[src/rtl/ads124x_pkg.sv]
// Shared types and constants for the ADS124x scan sequencer.
package ads124x_pkg;

   typedef enum logic [3:0] {
      ST_IDLE, ST_SELECT, ST_WREG, ST_WREG_WAIT, ST_START,
      ST_WAIT_DRDY, ST_RDATA, ST_RDATA_WAIT, ST_OUTPUT
   } state_t;

   localparam logic [3:0] CMD_WREG_HI = 4'h4;
   localparam logic [7:0] CMD_RDATA   = 8'h12;
   localparam logic [7:0] NOP         = 8'hFF;

   localparam int TD_SLOT_LSB = 28;
   localparam int TD_TMO_BIT  = 27;
   localparam int TD_PPS_BIT  = 26;
   localparam int TD_DATA_LSB = 0;

   function automatic logic [31:0] pack_sample(input logic [3:0] slot, input logic tmo,
                                               input logic pps, input logic [23:0] data);
      logic [31:0] w;
      w = '0;
      w[TD_SLOT_LSB +: 4]  = slot;
      w[TD_TMO_BIT]        = tmo;
      w[TD_PPS_BIT]        = pps;
      w[TD_DATA_LSB +: 24] = data;
      return w;
   endfunction

endpackage

[src/rtl/ads124x_scan_sequencer_if.sv]
// SPI transaction request/response and AXI4-Stream sample output of the sequencer.
interface ads124x_scan_sequencer_if;
   logic        spi_req_valid;
   logic        spi_req_ready;
   logic [31:0] spi_tx_data;
   logic [2:0]  spi_tx_len;
   logic        spi_done;
   logic [23:0] spi_rx_data;
   logic [31:0] m_axis_tdata;
   logic        m_axis_tvalid;
   logic        m_axis_tready;

   modport master (
      output spi_req_valid, spi_tx_data, spi_tx_len, m_axis_tdata, m_axis_tvalid,
      input  spi_req_ready, spi_done, spi_rx_data, m_axis_tready
   );

   modport slave (
      input  spi_req_valid, spi_tx_data, spi_tx_len, m_axis_tdata, m_axis_tvalid,
      output spi_req_ready, spi_done, spi_rx_data, m_axis_tready
   );
endinterface

[src/rtl/ads124x_sync_edge.sv]
// Two-flop synchronizer plus a third stage for edge detection; FALL selects
// whether the pulse marks a high->low or low->high transition.
module ads124x_sync_edge #(
   parameter logic RST_VAL = 1'b0,
   parameter logic FALL    = 1'b0
) (
   input  logic aclk,
   input  logic aresetn,
   input  logic d,
   output logic pulse
);
   logic [2:0] sr;

   always_ff @(posedge aclk or negedge aresetn) begin
      if (!aresetn) sr <= {3{RST_VAL}};
      else          sr <= {sr[1:0], d};
   end

   assign pulse = FALL ? (sr[2] & ~sr[1]) : (~sr[2] & sr[1]);
endmodule

[src/rtl/ads124x_scan_sequencer.sv]
// Autonomous ADS124x channel scan: MUX0 write, single-shot START, DRDY wait,
// RDATA readback, tagged sample out on AXI4-Stream. PPS realigns to slot 0.
module ads124x_scan_sequencer
   import ads124x_pkg::*;
#(
   parameter int         N_CH        = 8,
   parameter int         START_PULSE = 4,
   parameter int         TIMEOUT     = 2_000_000,
   parameter logic [3:0] MUX0_ADDR   = 4'h0
) (
   input  logic                  aclk,
   input  logic                  aresetn,
   input  logic                  cfg_run,
   input  logic [N_CH-1:0]       cfg_chan_mask,
   input  logic [8*N_CH-1:0]     cfg_mux,
   input  logic                  pps,
   ads124x_scan_sequencer_if.master bus,
   output logic                  START,
   input  logic                  DRDY,
   output logic                  busy,
   output logic [15:0]           timeout_cnt
);
   localparam int PTRW = (N_CH > 1) ? $clog2(N_CH) : 1;
   localparam int TW   = (TIMEOUT > 1) ? $clog2(TIMEOUT) : 1;
   localparam int PW   = (START_PULSE > 1) ? $clog2(START_PULSE) : 1;
   localparam logic [PTRW-1:0] LAST = PTRW'(N_CH - 1);

   state_t          state;
   logic [PTRW-1:0] ptr, slot;
   logic [TW-1:0]   tcnt;
   logic [PW-1:0]   pcnt;
   logic            pps_pend, pps_flag;
   logic            drdy_fall, pps_rise;

   ads124x_sync_edge #(.RST_VAL(1'b1), .FALL(1'b1)) u_drdy_sync (
      .aclk(aclk), .aresetn(aresetn), .d(DRDY), .pulse(drdy_fall));
   ads124x_sync_edge #(.RST_VAL(1'b0), .FALL(1'b0)) u_pps_sync (
      .aclk(aclk), .aresetn(aresetn), .d(pps), .pulse(pps_rise));

   assign busy = (state != ST_IDLE);

   always_ff @(posedge aclk or negedge aresetn) begin
      if (!aresetn) begin
         state             <= ST_IDLE;
         ptr               <= '0;
         slot              <= '0;
         tcnt              <= '0;
         pcnt              <= '0;
         pps_pend          <= 1'b0;
         pps_flag          <= 1'b0;
         START             <= 1'b0;
         timeout_cnt       <= '0;
         bus.spi_req_valid <= 1'b0;
         bus.spi_tx_data   <= '0;
         bus.spi_tx_len    <= '0;
         bus.m_axis_tvalid <= 1'b0;
         bus.m_axis_tdata  <= '0;
      end else begin
         case (state)
            ST_IDLE:
               if (cfg_run && (cfg_chan_mask != '0)) state <= ST_SELECT;
            ST_SELECT:
               if (!cfg_run || (cfg_chan_mask == '0)) begin
                  state <= ST_IDLE;
               end else if (pps_pend) begin
                  ptr      <= '0;
                  pps_pend <= 1'b0;
                  pps_flag <= 1'b1;
               end else if (cfg_chan_mask[ptr]) begin
                  slot              <= ptr;
                  bus.spi_tx_data   <= {CMD_WREG_HI, MUX0_ADDR, 8'h00, cfg_mux[{ptr, 3'b000} +: 8], 8'h00};
                  bus.spi_tx_len    <= 3'd3;
                  bus.spi_req_valid <= 1'b1;
                  state             <= ST_WREG;
               end else begin
                  ptr <= (ptr == LAST) ? '0 : ptr + 1'b1;
               end
            ST_WREG:
               if (bus.spi_req_ready) begin
                  bus.spi_req_valid <= 1'b0;
                  state             <= ST_WREG_WAIT;
               end
            ST_WREG_WAIT:
               if (bus.spi_done) begin
                  START <= 1'b1;
                  pcnt  <= '0;
                  state <= ST_START;
               end
            ST_START:
               if (pcnt == PW'(START_PULSE - 1)) begin
                  START <= 1'b0;
                  tcnt  <= '0;
                  state <= ST_WAIT_DRDY;
               end else begin
                  pcnt <= pcnt + 1'b1;
               end
            ST_WAIT_DRDY:
               if (drdy_fall) begin
                  bus.spi_tx_data   <= {CMD_RDATA, {3{NOP}}};
                  bus.spi_tx_len    <= 3'd4;
                  bus.spi_req_valid <= 1'b1;
                  state             <= ST_RDATA;
               end else if (tcnt == TW'(TIMEOUT - 1)) begin
                  if (timeout_cnt != 16'hFFFF) timeout_cnt <= timeout_cnt + 16'd1;
                  bus.m_axis_tdata  <= pack_sample(4'(slot), 1'b1, pps_flag, 24'h0);
                  bus.m_axis_tvalid <= 1'b1;
                  state             <= ST_OUTPUT;
               end else begin
                  tcnt <= tcnt + 1'b1;
               end
            ST_RDATA:
               if (bus.spi_req_ready) begin
                  bus.spi_req_valid <= 1'b0;
                  state             <= ST_RDATA_WAIT;
               end
            ST_RDATA_WAIT:
               if (bus.spi_done) begin
                  bus.m_axis_tdata  <= pack_sample(4'(slot), 1'b0, pps_flag, bus.spi_rx_data);
                  bus.m_axis_tvalid <= 1'b1;
                  state             <= ST_OUTPUT;
               end
            ST_OUTPUT:
               if (bus.m_axis_tready) begin
                  bus.m_axis_tvalid <= 1'b0;
                  ptr               <= (slot == LAST) ? '0 : slot + 1'b1;
                  pps_flag          <= 1'b0;
                  state             <= ST_SELECT;
               end
            default: state <= ST_IDLE;
         endcase
         // A fresh PPS edge wins over the clear in SELECT so it is never lost.
         if (pps_rise) pps_pend <= 1'b1;
      end
   end
endmodule

[src/flat_wrapper.sv]
// flat-port wrapper written by rule: the top's interface ports become plain ports
module ads124x_scan_sequencer_flat import ads124x_pkg::*;
#(
   parameter int         N_CH        = 8,
   parameter int         START_PULSE = 4,
   parameter int         TIMEOUT     = 2_000_000,
   parameter logic [3:0] MUX0_ADDR   = 4'h0
)
  (aclk, aresetn, cfg_run, cfg_chan_mask, cfg_mux, pps, START, DRDY, busy, timeout_cnt, bus_spi_req_valid, bus_spi_tx_data, bus_spi_tx_len, bus_m_axis_tdata, bus_m_axis_tvalid, bus_spi_req_ready, bus_spi_done, bus_spi_rx_data, bus_m_axis_tready);
  ads124x_scan_sequencer_if bus_i ();
  input  logic aclk;
  input  logic aresetn;
  input  logic cfg_run;
  input  logic [N_CH-1:0] cfg_chan_mask;
  input  logic [8*N_CH-1:0] cfg_mux;
  input  logic pps;
  output logic START;
  input  logic DRDY;
  output logic busy;
  output logic [15:0] timeout_cnt;
  output wire logic [$bits(bus_i.spi_req_valid)-1:0] bus_spi_req_valid;
  output wire logic [$bits(bus_i.spi_tx_data)-1:0] bus_spi_tx_data;
  output wire logic [$bits(bus_i.spi_tx_len)-1:0] bus_spi_tx_len;
  output wire logic [$bits(bus_i.m_axis_tdata)-1:0] bus_m_axis_tdata;
  output wire logic [$bits(bus_i.m_axis_tvalid)-1:0] bus_m_axis_tvalid;
  input wire logic [$bits(bus_i.spi_req_ready)-1:0] bus_spi_req_ready;
  input wire logic [$bits(bus_i.spi_done)-1:0] bus_spi_done;
  input wire logic [$bits(bus_i.spi_rx_data)-1:0] bus_spi_rx_data;
  input wire logic [$bits(bus_i.m_axis_tready)-1:0] bus_m_axis_tready;
  assign bus_spi_req_valid = bus_i.spi_req_valid;
  assign bus_spi_tx_data = bus_i.spi_tx_data;
  assign bus_spi_tx_len = bus_i.spi_tx_len;
  assign bus_m_axis_tdata = bus_i.m_axis_tdata;
  assign bus_m_axis_tvalid = bus_i.m_axis_tvalid;
  assign bus_i.spi_req_ready = bus_spi_req_ready;
  assign bus_i.spi_done = bus_spi_done;
  assign bus_i.spi_rx_data = bus_spi_rx_data;
  assign bus_i.m_axis_tready = bus_m_axis_tready;
  ads124x_scan_sequencer #(.N_CH(N_CH), .START_PULSE(START_PULSE), .TIMEOUT(TIMEOUT), .MUX0_ADDR(MUX0_ADDR)) u_core (.aclk(aclk), .aresetn(aresetn), .cfg_run(cfg_run), .cfg_chan_mask(cfg_chan_mask), .cfg_mux(cfg_mux), .pps(pps), .bus(bus_i), .START(START), .DRDY(DRDY), .busy(busy), .timeout_cnt(timeout_cnt));
endmodule
[config.mk]
export PLATFORM = sky130hd
export DESIGN_NAME = ads124x_scan_sequencer_flat
export DESIGN_NICKNAME = d
export VERILOG_FILES = /design/src/rtl/ads124x_pkg.sv /design/src/rtl/ads124x_scan_sequencer_if.sv /design/src/rtl/ads124x_sync_edge.sv /design/src/rtl/ads124x_scan_sequencer.sv /design/src/flat_wrapper.sv
export SDC_FILE = /design/constraint.sdc
export NUM_CORES = 1
export LEC_CHECK = 0
export BUFFER_PORTS_ARGS = -buffer_cell sky130_fd_sc_hd__buf_2
export CAP_MARGIN = 5
export CORE_MARGIN = 10
export CORE_UTILIZATION = 51
export DETAILED_ROUTE_END_ITERATION = 10
export PLACE_DENSITY_LB_ADDON = 0.05
export SYNTH_ARGS = -nofsm -noshare
export SYNTH_HDL_FRONTEND = slang
export SYNTH_SLANG_ARGS = --single-unit
[constraint.sdc]
create_clock -name aclk -period 2.45 [get_ports aclk]
set_clock_uncertainty 0.2 [all_clocks]
set_input_delay 0 -clock aclk [delete_from_list [all_inputs] [get_ports aclk]]
set_output_delay 0 -clock aclk [all_outputs]
set_load 0.005 [all_outputs]
==> impl_metrics.xml <==
<?xml version="1.0" encoding="UTF-8"?>
<metrics>
  <group name="run_status">
    <metric name="status" unit="">finished clean</metric>
  </group>
  <group name="timing">
    <metric name="finalCritPeriodShare" unit="%">96.3</metric>
    <metric name="worst-slew-pin-transition" unit="ns">0.529</metric>
    <metric name="final_setup_tns" unit="ns">0</metric>
    <metric name="min_period" unit="ns">2.36</metric>
    <metric name="max_slew_margin" unit="%">64.3</metric>
    <metric name="finalMaxSlewViolations" unit="">0</metric>
    <metric name="hold-worst-slack" unit="ns">0.0213</metric>
    <metric name="setup_viol" unit="">0</metric>
    <metric name="timing.final.hold_violations" unit="">0</metric>
    <metric name="max_freq" unit="MHz">424</metric>
  </group>
  <group name="global_routing">
    <metric name="global_route.usage.met3" unit="%">5.38</metric>
    <metric name="global_route.usage.met2" unit="%">34.1</metric>
    <metric name="grt.met1_usage" unit="%">25.6</metric>
    <metric name="grt_overflow" unit="">0</metric>
    <metric name="grt_max_degree" unit="">58</metric>
    <metric name="grt_pass1_vias" unit="">5016</metric>
    <metric name="grt_pass1_wl" unit="mm">25.5</metric>
    <metric name="gr-usage-all-layers" unit="%">20.8</metric>
    <metric name="grt.busiest_layer" unit="">met2</metric>
    <metric name="grt_antenna_before_repair" unit="">0</metric>
  </group>
  <group name="power_and_ir_drop">
    <metric name="power_leakage" unit="nW">3.58</metric>
    <metric name="power_per_cell_area" unit="mW/mm²">766</metric>
    <metric name="peakVddDrop" unit="mV">0.478</metric>
    <metric name="post_layout_power" unit="W">0.00567</metric>
  </group>
  <group name="setup_path">
    <metric name="worstSetupEndpointType" unit="">flop</metric>
    <metric name="crit_path_start_kind" unit="">flop</metric>
    <metric name="maximum_fanout_count_along_the_critical_path" unit="">13</metric>
    <metric name="r2r_slack" unit="ns">0.09</metric>
    <metric name="critical_path_arrival" unit="ns">2.46</metric>
    <metric name="critical_path_required" unit="ns">2.55</metric>
    <metric name="critPathKind" unit="">flop to flop</metric>
  </group>
  <group name="routing">
    <metric name="drt_first_iter_violations" unit="">299</metric>
    <metric name="routed_wl" unit="mm">16.4</metric>
    <metric name="detail_route.vias_per_cell" unit="">5.66</metric>
    <metric name="route.detailed.wl_per_inst" unit="µm">18.9</metric>
    <metric name="dr.pass1.iters" unit="">5</metric>
    <metric name="antenna_violating_nets_post_route" unit="">0</metric>
    <metric name="detailroute.via_count" unit="">4915</metric>
    <metric name="drc" unit="">0</metric>
  </group>
  <group name="synthesis">
    <metric name="synth-xor-area-share" unit="%">2.55</metric>
    <metric name="syn-cell-area" unit="mm²">0.00550</metric>
    <metric name="yosysUniqueCellTypes" unit="">74</metric>
    <metric name="synthArstFlopShare" unit="%">100</metric>
    <metric name="synth_simple_gate_area_share" unit="%">16.6</metric>
    <metric name="syn-instance-count" unit="">487</metric>
    <metric name="synth.yosys.warnings" unit="">0</metric>
    <metric name="post_synth_mux_area_share" unit="%">11.9</metric>
    <metric name="post_synth_fa_ha_maj_area_fraction" unit="%">1.59</metric>
    <metric name="seq_total_area_yosys" unit="%">45.1</metric>
    <metric name="ys_dominant_reg_cell" unit="">sky130_fd_sc_hd__dfrtp_1</metric>
    <metric name="synth_top_family_by_area" unit="">simple AND/OR/NAND/NOR gates</metric>
    <metric name="synth-seq-cells" unit="">99</metric>
    <metric name="compound_gate_fraction_of_synth_area" unit="%">15.1</metric>
    <metric name="synth_edf_count" unit="">0</metric>
    <metric name="synth.avg_cell_area" unit="µm²">11.3</metric>
  </group>
  <group name="finish">
    <metric name="regArea" unit="mm²">0.00248</metric>
    <metric name="num-nets-final" unit="">835</metric>
    <metric name="final_layout_size_suffix_gt1_share" unit="%">37.6</metric>
    <metric name="flow.area_growth_from_synthesis" unit="%">34.4</metric>
    <metric name="final_cell_area" unit="mm²">0.00740</metric>
    <metric name="n_fill_cell" unit="">737</metric>
    <metric name="layout.core_utilization" unit="%">71.0</metric>
    <metric name="area_of_the_multi_input_gates" unit="mm²">0.00268</metric>
  </group>
  <group name="clock_network">
    <metric name="h-tree-depth" unit="">3</metric>
    <metric name="worstSkewPairLatency" unit="ns">0.37</metric>
    <metric name="cts_tree" unit="">yes</metric>
    <metric name="clk_path_buf_depth" unit="">2</metric>
    <metric name="cts_buffers" unit="">9</metric>
    <metric name="root_buffer" unit="">sky130_fd_sc_hd__clkbuf_8</metric>
    <metric name="clock_sinks" unit="">99</metric>
    <metric name="clkTransAtPathRegs" unit="ns">0.10</metric>
    <metric name="cts_post_setup_buffers_inserted" unit="">0</metric>
  </group>
  <group name="hold_path">
    <metric name="holdCritPathClass" unit="">input port to flop</metric>
  </group>
  <group name="placed_design">
    <metric name="buffers_on_ports" unit="">182</metric>
    <metric name="dp_hpwl" unit="mm">11.2</metric>
    <metric name="finalWeightedCongestion" unit="">0.873</metric>
    <metric name="post_dp_cell_area" unit="mm²">0.00648</metric>
  </group>
  <group name="die">
    <metric name="core_region_area" unit="mm²">0.0104</metric>
    <metric name="floorplan.initialDensity" unit="%">52.8</metric>
    <metric name="count_of_pins_on_the_block_boundary" unit="">191</metric>
    <metric name="die_h" unit="µm">124</metric>
    <metric name="die-width" unit="µm">124</metric>
    <metric name="num_rows" unit="">37</metric>
    <metric name="die-area" unit="mm²">0.0153</metric>
  </group>
  <group name="flow_run">
    <metric name="drv_cap" unit="">0</metric>
  </group>
</metrics>
==> final cells by class <==
class / instances / share of cell area, %
antenna: 4 / 0.135
clock buffer: 12 / 2.10
clock inverter: 4 / 0.440
inverter: 8 / 0.406
multi-input combinational: 329 / 36.2
sequential: 99 / 33.6
tap: 136 / 2.30
timing repair buffer: 277 / 24.8
==> routing by layer <==
metal / part of all wire (%) / vias up
li1: - / 2280
met1: 39 / 2389
met2: 49 / 215
met3: 9.5 / 31
met4: 2.2 / 0
met5: 0 / -
==> Yosys cell counts (4+ instances only) <==
library cell | n | area [µm²]
sky130_fd_sc_hd__ha_1 | 7 | 87.6
sky130_fd_sc_hd__clkbuf_1 | 15 | 56.3
sky130_fd_sc_hd__and4_1 | 6 | 52.6
sky130_fd_sc_hd__buf_2 | 12 | 60.1
sky130_fd_sc_hd__xnor2_1 | 16 | 140
sky130_fd_sc_hd__mux2_1 | 8 | 90.1
sky130_fd_sc_hd__nor3_1 | 5 | 25.0
sky130_fd_sc_hd__mux2i_1 | 14 | 140
sky130_fd_sc_hd__o21ai_1 | 4 | 20.0
sky130_fd_sc_hd__and3_1 | 17 | 106
sky130_fd_sc_hd__nand2_1 | 33 | 124
sky130_fd_sc_hd__a22o_1 | 27 | 236
sky130_fd_sc_hd__a21oi_1 | 13 | 65.1
sky130_fd_sc_hd__a2bb2oi_2 | 8 | 120
sky130_fd_sc_hd__buf_4 | 29 | 218
sky130_fd_sc_hd__nand4_1 | 14 | 87.6
sky130_fd_sc_hd__inv_1 | 8 | 30.0
sky130_fd_sc_hd__nor2_1 | 15 | 56.3
sky130_fd_sc_hd__nand3_1 | 21 | 105
sky130_fd_sc_hd__o211ai_1 | 9 | 67.6
sky130_fd_sc_hd__o21ai_0 | 6 | 30.0
sky130_fd_sc_hd__nor4_1 | 4 | 25.0
sky130_fd_sc_hd__mux4_2 | 16 | 360
sky130_fd_sc_hd__nand2b_1 | 5 | 31.3
sky130_fd_sc_hd__dfrtp_1 | 96 | 2400
sky130_fd_sc_hd__nor2b_1 | 6 | 37.5
sky130_fd_sc_hd__or4_1 | 10 | 75.1
==> placed cells by master (no fill, tap or decap), types with 16 or more instances in the layout <==
master	count
sky130_fd_sc_hd__buf_2	181
sky130_fd_sc_hd__nand3_1	21
sky130_fd_sc_hd__and3_1	16
sky130_fd_sc_hd__a22o_1	27
sky130_fd_sc_hd__mux4_2	16
sky130_fd_sc_hd__nand2_1	33
sky130_fd_sc_hd__dfrtp_1	95
sky130_fd_sc_hd__buf_4	25
sky130_fd_sc_hd__dlygate4sd3_1	67
sky130_fd_sc_hd__xnor2_1	16
==> logic make-up (layout without fill, tap and decap cells) <==
| logic type | after synthesis | in the layout |
|---|---|---|
| DFF | 99 | 99 |
| buffers and inverters | 67 | 301 |
| adders and majority gates | 7 | 7 |
| other | 1 | 12 |
| xor gates and xnor gates | 16 | 16 |
| and+or+nand+nor | 156 | 156 |
| AOI/OAI and AO/OA | 98 | 99 |
| muxes | 43 | 43 |
==> critical path, cell delays in order (launching register included) <==
cell and delay (ns):
sky130_fd_sc_hd__dfrtp_1 0.43, sky130_fd_sc_hd__ha_1 0.24, sky130_fd_sc_hd__and3_2 0.26, sky130_fd_sc_hd__and3_1 0.22
sky130_fd_sc_hd__a21o_4 0.27, sky130_fd_sc_hd__or4_1 0.51, sky130_fd_sc_hd__a21oi_1 0.16
==> sequential cells by signal, indices dropped and copies added (netlist names) <==
signal / cells
u_core.u_drdy_sync.sr: 3
u_core.timeout_cnt: 16
u_core.tcnt: 21
u_core.START: 1
u_core.bus.spi_tx_len: 1
u_core.bus.spi_req_valid: 1
u_core.bus.m_axis_tvalid: 1
u_core.u_pps_sync.sr: 3
u_core.bus.m_axis_tdata: 29
u_core.slot: 3
u_core.pps_pend: 1
u_core.ptr: 3
u_core.bus.spi_tx_data: 9
u_core.pcnt: 2
u_core.state: 4
u_core.pps_flag: 1
==> timing repair <==
item,4_1_cts,5_1_grt
resized for setup,0,5
endpoints found under the hold margin,144,0
hold buffers,68,0
endpoints found under the setup margin,0,35
==> power by group <==
group	switching [W]	internal, W	leakage, nW	total (W)
registers	0.000336	0.00200	1.28	0.00233
logic	0.00102	0.00129	2.21	0.00231
clock network	0.000589	0.000433	0.0897	0.00102
total	0.00195	0.00372	3.58	0.00567
==> worst paths after layout <==
check | start | endpoint | depth (start not counted)
min reg2reg | u_core.u_drdy_sync.sr[0]$_DFF_PN1_ | u_core.u_drdy_sync.sr[1]$_DFF_PN1_ | 0
max reg2reg | u_core.tcnt[0]$_DFFE_PN0P_ | u_core.tcnt[9]$_DFFE_PN0P_ | 6
min | cfg_mux[47] | u_core.bus.spi_tx_data[15]$_DFFE_PN0P_ | 4
max in group asynchronous | aresetn | u_core.ptr[0]$_DFFE_PN0P_ | 4
max | u_core.tcnt[0]$_DFFE_PN0P_ | u_core.tcnt[9]$_DFFE_PN0P_ | 6
min in group asynchronous | aresetn | u_core.u_drdy_sync.sr[1]$_DFF_PN1_ | 3
==> stage by stage <==
step	setup slack, ns	instances
6_report	0.0905	869
4_1_cts	0.0144	864
5_1_grt	-0.0000244	865
2_1_floorplan	0.235	494
3_3_place_gp	0.166	780
3_5_place_dp	0.0848	780
Power figures use the tool's default switching activity.
